===== config.mk =====
export PLATFORM = sky130hd
export DESIGN_NAME = regfile_write_arbiter
export DESIGN_NICKNAME = d
export VERILOG_FILES = /design/src/rtl/regfile_write_arbiter.sv
export SDC_FILE = /design/constraint.sdc
export NUM_CORES = 1
export LEC_CHECK = 0
export BUFFER_PORTS_ARGS = -buffer_cell sky130_fd_sc_hd__clkbuf_2
export CAP_MARGIN = 0
export CELL_PAD_IN_SITES_DETAIL_PLACEMENT = 0
export CELL_PAD_IN_SITES_GLOBAL_PLACEMENT = 2
export CORE_ASPECT_RATIO = 0.6
export CORE_MARGIN = 2
export CORE_UTILIZATION = 23
export CTS_BUF_LIST = sky130_fd_sc_hd__clkbuf_8 sky130_fd_sc_hd__clkbuf_16
export CTS_CLUSTER_DIAMETER = 100
export CTS_CLUSTER_SIZE = 14
export DETAILED_ROUTE_END_ITERATION = 8
export GPL_ROUTABILITY_DRIVEN = 0
export HOLD_SLACK_MARGIN = 0.02
export PLACE_DENSITY = 0.84
export SETUP_SLACK_MARGIN = 0.15
export SLEW_MARGIN = 15
export SYNTH_ARGS = -nofsm -noshare
export SYNTH_HDL_FRONTEND = slang
export SYNTH_SLANG_ARGS = --single-unit

===== constraint.sdc =====
create_clock -name clk -period 1.3 [get_ports clk]
set_input_delay 0.065 -clock clk [delete_from_list [all_inputs] [get_ports clk]]
set_output_delay 0.065 -clock clk [all_outputs]
set_load 0.05 [all_outputs]

===== src/rtl/regfile_write_arbiter.sv =====
// Round-robin arbiter sharing the register file's single write port among NREQ writeback sources.
// Optional read-after-write forwarding ports are added when REGFILE_WR_FWD_EN is defined.
module regfile_write_arbiter #(
    parameter int unsigned NREQ = 2,
    parameter int unsigned AW   = 5,
    parameter int unsigned DW   = 32
) (
    input  logic               clk,
    input  logic               rst,
    input  logic               hold,
    input  logic [NREQ-1:0]    req_valid,
    input  logic [NREQ*AW-1:0] req_addr,
    input  logic [NREQ*DW-1:0] req_data,
    output logic [NREQ-1:0]    req_ready,
    output logic               write,
    output logic [AW-1:0]      writeaddress,
    output logic [DW-1:0]      writedata,
    output logic [1:0]         grant_id
`ifdef REGFILE_WR_FWD_EN
    ,
    input  logic [AW-1:0]      raddr1,
    input  logic [AW-1:0]      raddr2,
    input  logic [DW-1:0]      rdata1,
    input  logic [DW-1:0]      rdata2,
    output logic [DW-1:0]      fdata1,
    output logic [DW-1:0]      fdata2
`endif
);

    localparam int unsigned PW = 2;

    logic [PW-1:0]   ptr;
    logic [PW-1:0]   ptr_nxt;
    logic [NREQ-1:0] grant_c;
    logic [PW-1:0]   gidx_c;
    logic [AW-1:0]   addr_c;
    logic [DW-1:0]   data_c;
    logic            accept_c;

    // Pick the first valid requester at or after ptr, wrapping to 0.
    always_comb begin
        grant_c  = '0;
        gidx_c   = '0;
        addr_c   = '0;
        data_c   = '0;
        accept_c = 1'b0;
        for (int i = 0; i < int'(NREQ); i++) begin
            if (!accept_c && req_valid[i] && (32'(i) >= 32'(ptr))) begin
                accept_c   = 1'b1;
                grant_c[i] = 1'b1;
                gidx_c     = PW'(i);
                addr_c     = req_addr[i*AW +: AW];
                data_c     = req_data[i*DW +: DW];
            end
        end
        for (int i = 0; i < int'(NREQ); i++) begin
            if (!accept_c && req_valid[i] && (32'(i) < 32'(ptr))) begin
                accept_c   = 1'b1;
                grant_c[i] = 1'b1;
                gidx_c     = PW'(i);
                addr_c     = req_addr[i*AW +: AW];
                data_c     = req_data[i*DW +: DW];
            end
        end
        if (hold || !rst) begin
            grant_c  = '0;
            accept_c = 1'b0;
        end
    end

    assign req_ready = grant_c;

    always_comb begin
        ptr_nxt = ptr;
        if (accept_c) begin
            ptr_nxt = (32'(gidx_c) == NREQ - 1) ? '0 : gidx_c + PW'(1);
        end
    end

    // Output register stage; a write to r0 is consumed but never enabled.
    always_ff @(posedge clk or negedge rst) begin
        if (!rst) begin
            ptr          <= '0;
            write        <= 1'b0;
            writeaddress <= '0;
            writedata    <= '0;
            grant_id     <= '0;
        end else begin
            ptr   <= ptr_nxt;
            write <= accept_c && (addr_c != '0);
            if (accept_c) begin
                writeaddress <= addr_c;
                writedata    <= data_c;
                grant_id     <= gidx_c;
            end
        end
    end

`ifdef REGFILE_WR_FWD_EN
    // Bypass the write still in flight so readers never see stale data.
    assign fdata1 = (write && writeaddress == raddr1 && raddr1 != '0) ? writedata : rdata1;
    assign fdata2 = (write && writeaddress == raddr2 && raddr2 != '0) ? writedata : rdata2;
`endif

endmodule

==> metrics.md, run 1 <==
| Metric | Value |
|---|---|
| Routed WL | `~7300 um` |
| Initial antenna violation count | `0` |
| Max Slew Vio Count | `0` |
| Core ar. | `approximately 8400 um^2` |
| Die Height | `~76 um` |
| Total number of vias | `between 2,000 and 2,500` |
| Commonest non-fill, non-tap cell in the layout | `clkbuf_2` |
| Sequential-to-total area share from yosys stat | `approximately half` |
| Logic gate share of total power | `about 43%` |
| Slew @ Worst Pin | `~530 ps` |
| Final critical-path setup slack | `-58.05 ps` |
| Die width | `roughly 120 um` |
| Die ar. | `between 9000 and 10,000 um^2` |
| Clock-pin slew on the worst setup and hold paths | `around 60 ps` |
| Vias in the first global route | `between 1,500 and 2,000` |
| YS warnings | `0` |
| Syn Nets | `around 270` |
| Crit path time final | `~1400 ps` |
| Avg WL per Cell | `~17 um` |
| Total GRT Usage | `15.20%` |
| Area Overhead vs Synth | `68.69%` |
| Clock root cell | `clkbuf_16` |
| Final Skew | `2.985 ps` |
| Layout filler cell count | `about 860` |
| Fin nets | `398` |
| Longest Clk Path Bufs | `2` |
| Flop pwr share | `32.3%` |
| Sinks on Clock Net | `40` |
| Worst hold path type | `primary input to flip-flop` |
| Antenna Nets Post-Route | `0` |
| Final period utilization | `104.5%` |
| Crit path max fanout | `12` |
| CTS tree | `built` |
| Internal Pwr Total | `approximately 0.0029 W` |
| Initial Utilization | `a little under a quarter` |
| Largest net degree at the start of global routing | `41` |
| Max VDD drop | `497.4 uV` |
| Max Cap Viol | `0` |
| Leakage | `between 1.5 and 2 nW` |
| Status | `complete, but fails checks` |
| Endpoints failing setup | `24` |
| Post-Syn Area | `around 2000 um^2` |
| RSZ-0062 raised after global routing | `yes` |
| Commonest cells after routing, fill and taps aside | `clkbuf_2, dfrtp_1, o21ai_1` |
| Critical Path AT | `~1500 ps` |
| NetSw | `0.001981 W` |
| Switching share of power | `around two fifths` |
| I/O Pins | `between 100 and 150` |
| Ant diodes | `0` |
| Final HPWL DP | `between 4000 and 5000 um` |
| Mapped Cells | `about 200` |
| Cell row count | `26` |
| Critical Path RT | `approximately 1400 ps` |
| Netlist cell types | `20` |
| Clk_lat worst skew | `about 270 ps` |
| Syn avg cell area | `around 10 um^2` |
| Failing checks | `negative setup slack` |
| Pwr Density | `1476 nW/um^2` |
| Global route overflow | `0` |
| Final hold vios | `0` |
| DRT iter0 DRCs | `85` |
| Max Fclk | `about 740 MHz` |
| Startpoint Class | `flip-flop` |
| Non-filler cells, final | `about 430` |
| Share of cells above drive strength 1 | `a little under three fifths` |
| Htree depth | `2` |
| Placed Instances | `413` |
| Clk pwr share | `25.0%` |
| First-pass GRT wire length | `approximately 11,000 um` |
| Flops & latches, synth | `40` |
| Critical path class | `flip-flop to flip-flop` |
| Max-slew headroom | `64.84%` |
| DRC | `0` |
| Port Buffer Count | `119` |
| Vias per inst | `4.928` |
| Cell area after layout | `around 3300 um^2` |
| Placed instance area | `approximately 2800 um^2` |
| Cts bufs inserted | `5` |
| Element type at the critical path end | `flip-flop` |
| TritonRoute pass-1 iters | `4` |
| Sum of negative setup slack | `-396.1 ps` |
## per-layer routing
layer | wire, um | GRT usage (%) | vias to the layer above
met1 | 3597 | 22.39 | 1041
met2 | 3105 | 22.04 | 73
met4 | 24 | 2.273 | 0
met5 | 0 | 0 | -
met3 | 600 | 5.015 | 2
li1 | - | - | 1013
## cell families (layout without fill, tap and decap cells)
group	Yosys count	after routing	share of synthesized area (%)
AO/OA/AOI/OAI	117	117	38.20
buffers and inverters	28	153	7.589
flip-flops	40	40	51.02
other	1	1	0.1911
AND/OR/NAND/NOR	9	9	2.998
## cells in the mapped netlist (all sizes together)
| master | number | area [um^2] |
|---|---|---|
| or2 | 3 | 21.27 |
| conb | 1 | 3.750 |
| a41oi | 1 | 16.27 |
| nor2 | 3 | 13.77 |
| a21boi | 1 | 11.26 |
| dfrtp | 40 | 1001 |
| nand2b | 2 | 20.02 |
| inv | 2 | 7.510 |
| clkbuf | 14 | 52.55 |
| o21ai | 76 | 380.4 |
| o2bb2ai | 1 | 8.760 |
| nand2 | 1 | 3.750 |
| buf | 12 | 88.83 |
| a32oi | 38 | 332.8 |
## per-stage QoR
step / hold slack [ps] / worst slack, ps / total power (W) / util (%)
6_report: 57.79 / -58.05 / 0.004883 / 39.43
5_1_grt: 65.24 / -109.3 / 0.005138 / 39.43
4_1_cts: 54.45 / -17.00 / 0.004781 / 37.34
3_5_place_dp: 231.7 / -6.858 / 0.003355 / 32.78
3_3_place_gp: 223.9 / 61.04 / 0.003340 / 32.78
2_1_floorplan: -230.6 / 115.8 / 0.002794 / -
## power groups by stage
stage | clock [W] | sequential, W | combinational (W)
floorplan | 0 | 0.00233 | 0.000467
global route | 0.00132 | 0.00160 | 0.00222
detailed placement | 0 | 0.00159 | 0.00176
finish | 0.00122 | 0.00157 | 0.00209
CTS | 0.00127 | 0.00157 | 0.00194
global placement | 0 | 0.00159 | 0.00175
## timing repair
action,in CTS,in global routing
setup endpoints to repair,40,40
hold endpoints to repair,40,0
resized for setup,45,12
buffers inserted,3,3
cloned,2,2
hold buffers,1,0
pin swaps,21,10
## worst max-delay path: stages (launching register included)
cell	delay, ps
dfrtp_1	420
nand2b_4	190
buf_12	130
buf_12	140
a32oi_4	200
a41oi_2	130
## state kept, by name, summed over array words and instances (netlist names)
name and count:
grant_id 1, ptr 1, write 1, writeaddress 5, writedata 32
## area by class of cell
class | instances | area [um^2] | share of cell area (%)
Tap cell | 112 | 140.1 | 4.234
Inverter | 2 | 10.01 | 0.3025
Multi-Input combinational cell | 127 | 1036 | 31.30
Timing Repair Buffer | 143 | 975.9 | 29.49
Clock buffer | 6 | 138.9 | 4.197
Clock inverter | 2 | 7.507 | 0.2268
Sequential cell | 40 | 1001 | 30.25
## path summary, 6_finish.rpt
kind	start	to	slack, ps	cells after the start
max reg2reg	ptr[0]	write	-60	5
max	ptr[0]	write	-60	5
min reg2reg	grant_id[0]	grant_id[0]	490	1
min in group asynchronous	rst	writedata[14]	450	3
min	req_data[6]	writedata[6]	60	3
max in group asynchronous	rst	writedata[27]	480	3
(Power assumes the default switching activity.)
==> run 2, diff against run 1 <==
--- a/config.mk
+++ b/config.mk
@@ -19,6 +19,7 @@
 export GPL_ROUTABILITY_DRIVEN = 0
 export HOLD_SLACK_MARGIN = 0.02
 export PLACE_DENSITY = 0.84
+export REMOVE_ABC_BUFFERS = 1
 export SETUP_SLACK_MARGIN = 0.15
 export SLEW_MARGIN = 15
 export SYNTH_ARGS = -nofsm -noshare
==> run 2 against run 1 <==
  * The run still ends with negative setup slack left
  * Maximum frequency up 1.9%
  * Sequential share of layout area is 3.0 points higher
  * Clock power shrank 7%
  * First-iteration DRC count rose by 69%
  * Register-to-register slack gained 30 ps
  * Wire length is 8.4% lower
  * Largest cell class is now flip-flops and latches
==> metrics.md, run 2 (synthesis results as in run 1) <==
| Metric | Value |
|---|---|
| Most flops, register | `writedata` |
| Worst slack, placed | `-79.84 ps (-72.98 ps)` |
| I/O Pins | `121 (unchanged)` |
| Worst hold path type | `primary input to flip-flop` |
| Pwr Density | `1514 nW/um^2 (+2.6%)` |
| Initial Utilization | `23.38% (unchanged)` |
| Critical Path AT | `1470 ps (-20 ps)` |
| FF-to-FF End | `write` |
| CTS tree | `built` |
| Internal Pwr Total | `0.002675 W (-7.8%)` |
| Crit-path cells | `nand2b_4, buf_4, a32oi_2, a41oi_2` |
| Switching share of power | `41.24% (+0.68 points)` |
| Crit path buffers/inverters | `1 (-1)` |
| Ant diodes | `0 (unchanged)` |
| Commonest non-fill, non-tap cell in the layout | `clkbuf_2` |
| Biggest regs | `writedata (32), writeaddress (5)` |
| Endpoints failing setup | `3 (-88%)` |
| Clock-pin slew on the worst setup and hold paths | `60 ps (about the same)` |
| Startpoint Class | `flip-flop` |
| Failing checks | `negative setup slack` |
| Max Cap Viol | `0 (unchanged)` |
| Slew @ Worst Pin | `515.4 ps (-12.11 ps)` |
| Final core occ | `35.82% (-3.6 points)` |
| Global route overflow | `0 (unchanged)` |
| TritonRoute pass-1 iters | `4 (unchanged)` |
| Final hold vios | `0 (unchanged)` |
| Critical path class | `flip-flop to flip-flop` |
| NetSw | `0.001877 W (-5.2%)` |
| CP delay by family, top | `flip-flops` |
| Worst hold endpoint | `writedata[27]` |
| Element type at the critical path end | `flip-flop` |
| Die width | `123.2 um (unchanged)` |
| Reg2Reg Setup Slack | `-30 ps (+30 ps)` |
| Area Overhead vs Synth | `53.25%` |
| RSZ-0062 raised after global routing | `yes` |
| Cell row count | `26 (unchanged)` |
| Crit path time final | `1332 ps (-25.64 ps)` |
| Sinks on Clock Net | `40 (unchanged)` |
| Max Fclk | `750.5 MHz (+1.9%)` |
| Die ar. | `9309 um^2 (unchanged)` |
| Share of cells above drive strength 1 | `52.23% (-4.3 points)` |
| Vias per inst | `4.854 (-1.5%)` |
| Max VDD drop | `512.0 uV (+2.9%)` |
| Max reg flops | `32 (unchanged)` |
| Final HPWL DP | `4702 um (+0.47%)` |
| Clock root cell | `clkbuf_16` |
| Port Buffer Count | `119 (unchanged)` |
| Min-delay src | `req_data[27]` |
| Final critical-path setup slack | `-32.41 ps (+25.64 ps)` |
| Longest Clk Path Bufs | `2 (unchanged)` |
| Avg WL per Cell | `15.76 um (-7.1%)` |
| Cts bufs inserted | `5 (unchanged)` |
| Critical Path RT | `1440 ps (about the same)` |
| Vias in the first global route | `1,971 (+0.56%)` |
| R2R Path Start | `ptr[0]` |
| Logic gate share of total power | `40.1% (-2.7 points)` |
| Crit path max fanout | `20 (+8)` |
| CP max-delay cell | `dfrtp_1` |
| CP peak stage delay | `420 ps (about the same)` |
| Total number of vias | `2,068 (-2.9%)` |
| Htree depth | `2 (unchanged)` |
| Status | `complete, but fails checks` |
| Total GRT Usage | `14.40% (-0.79 points)` |
| Commonest cells after routing, fill and taps aside | `clkbuf_2, o21ai_0, dfrtp_1` |
| Routed WL | `6713 um (-8.4%)` |
| First-pass GRT wire length | `10,170 um (-5.3%)` |
| Leakage | `1.402 nW (-7.2%)` |
| Initial antenna violation count | `0 (unchanged)` |
| DRT iter0 DRCs | `144 (+69%)` |
| Antenna Nets Post-Route | `0 (unchanged)` |
| Largest net degree at the start of global routing | `41 (unchanged)` |
| Max-slew headroom | `65.64% (+0.81 points)` |
| Fin nets | `393 (-1.3%)` |
| Clk pwr share | `25.1% (about the same)` |
| Flop pwr share | `34.8% (+2.5 points)` |
| Die Height | `75.54 um (unchanged)` |
| Total Power | `0.004552 W (-6.8%)` |
| Core ar. | `8393 um^2 (unchanged)` |
| Max Slew Vio Count | `0 (unchanged)` |
| Layout filler cell count | `881 (+2.2%)` |
| DRC | `0 (unchanged)` |
| Clk_lat worst skew | `270 ps (about the same)` |
| Hold Path Depth | `3 (unchanged)` |
| R2R depth | `4 (-1)` |
| Final Skew | `3.376 ps (+0.3901 ps)` |
| Final period utilization | `102.5% (-2.0 points)` |
-- run 2: routing by layer --
| layer | track usage (%) | wire length (um) | up-vias | part of all wire [%] |
|---|---|---|---|---|
| met1 | 20.75 | 3438 | 997 | 51 |
| met2 | 21.31 | 2753 | 77 | 41 |
| li1 | - | - | 992 | - |
| met3 | 4.416 | 500 | 2 | 7.4 |
| met5 | 0 | 0 | - | 0 |
| met4 | 3.157 | 21 | 0 | 0.31 |
-- run 2: layout make-up --
cell class	count	area, um^2	share of cell area (%)
sequential	40	1001	33.29
multi-input combinational	127	928.4	30.88
timing repair buffer	138	795.8	26.47
tap	112	140.1	4.661
clock buffer	5	125.1	4.161
clock inverter	2	8.758	0.2913
inverter	2	7.507	0.2497
-- run 2: worst max-delay path by stage --
stage / to / startpoint / cells after the start
after global routing: writedata[26] / ptr[0] / 4
after floorplan: req_ready[0] / ptr[0] / 3
after CTS: req_ready[1] / ptr[0] / 5
after detailed placement: write / ptr[0] / 4
after global placement: write / ptr[0] / 4
final: write / ptr[0] / 4
-- run 2: worst reg2reg max path, cell delays in order (launching register included) --
cell      delay (ps)
dfrtp_1          420
nand2b_4         170
buf_4            220
a32oi_2          260
a41oi_2          130
-- run 2: power by group through the flow --
stage          Clock [W]  Combinational [W]  Sequential [W]
6_report         0.00114            0.00183         0.00158
5_1_grt          0.00124            0.00195         0.00161
4_1_cts          0.00119            0.00181         0.00159
3_5_place_dp           0            0.00169         0.00160
3_3_place_gp           0            0.00167         0.00160
2_1_floorplan          0           0.000367         0.00233
-- run 2: per-stage QoR --
| stage | area [um^2] | cells | setup TNS [ps] | hold WS, ps |
|---|---|---|---|---|
| final | 3007 | 426 | -68.04 | 55.30 |
| after global routing | 3007 | 426 | -1089 | 61.63 |
| after CTS | 2967 | 426 | -283.3 | 46.23 |
| after detailed placement | 2674 | 413 | -218.0 | 236.9 |
| after global placement | 2674 | 413 | -21.41 | 243.3 |
| after floorplan | 1821 | 169 | -11870 | -230.6 |
-- run 2: what timing repair did --
| action | 4_1_cts | 5_1_grt |
|---|---|---|
| setup buffers | 4 | 0 |
| cloned | 1 | 0 |
| pin swaps | 22 | 6 |
| hold buffers | 1 | 0 |
| gates resized for setup | 32 | 9 |
| endpoints found under the hold margin | 40 | 0 |
| setup endpoints to repair | 40 | 41 |
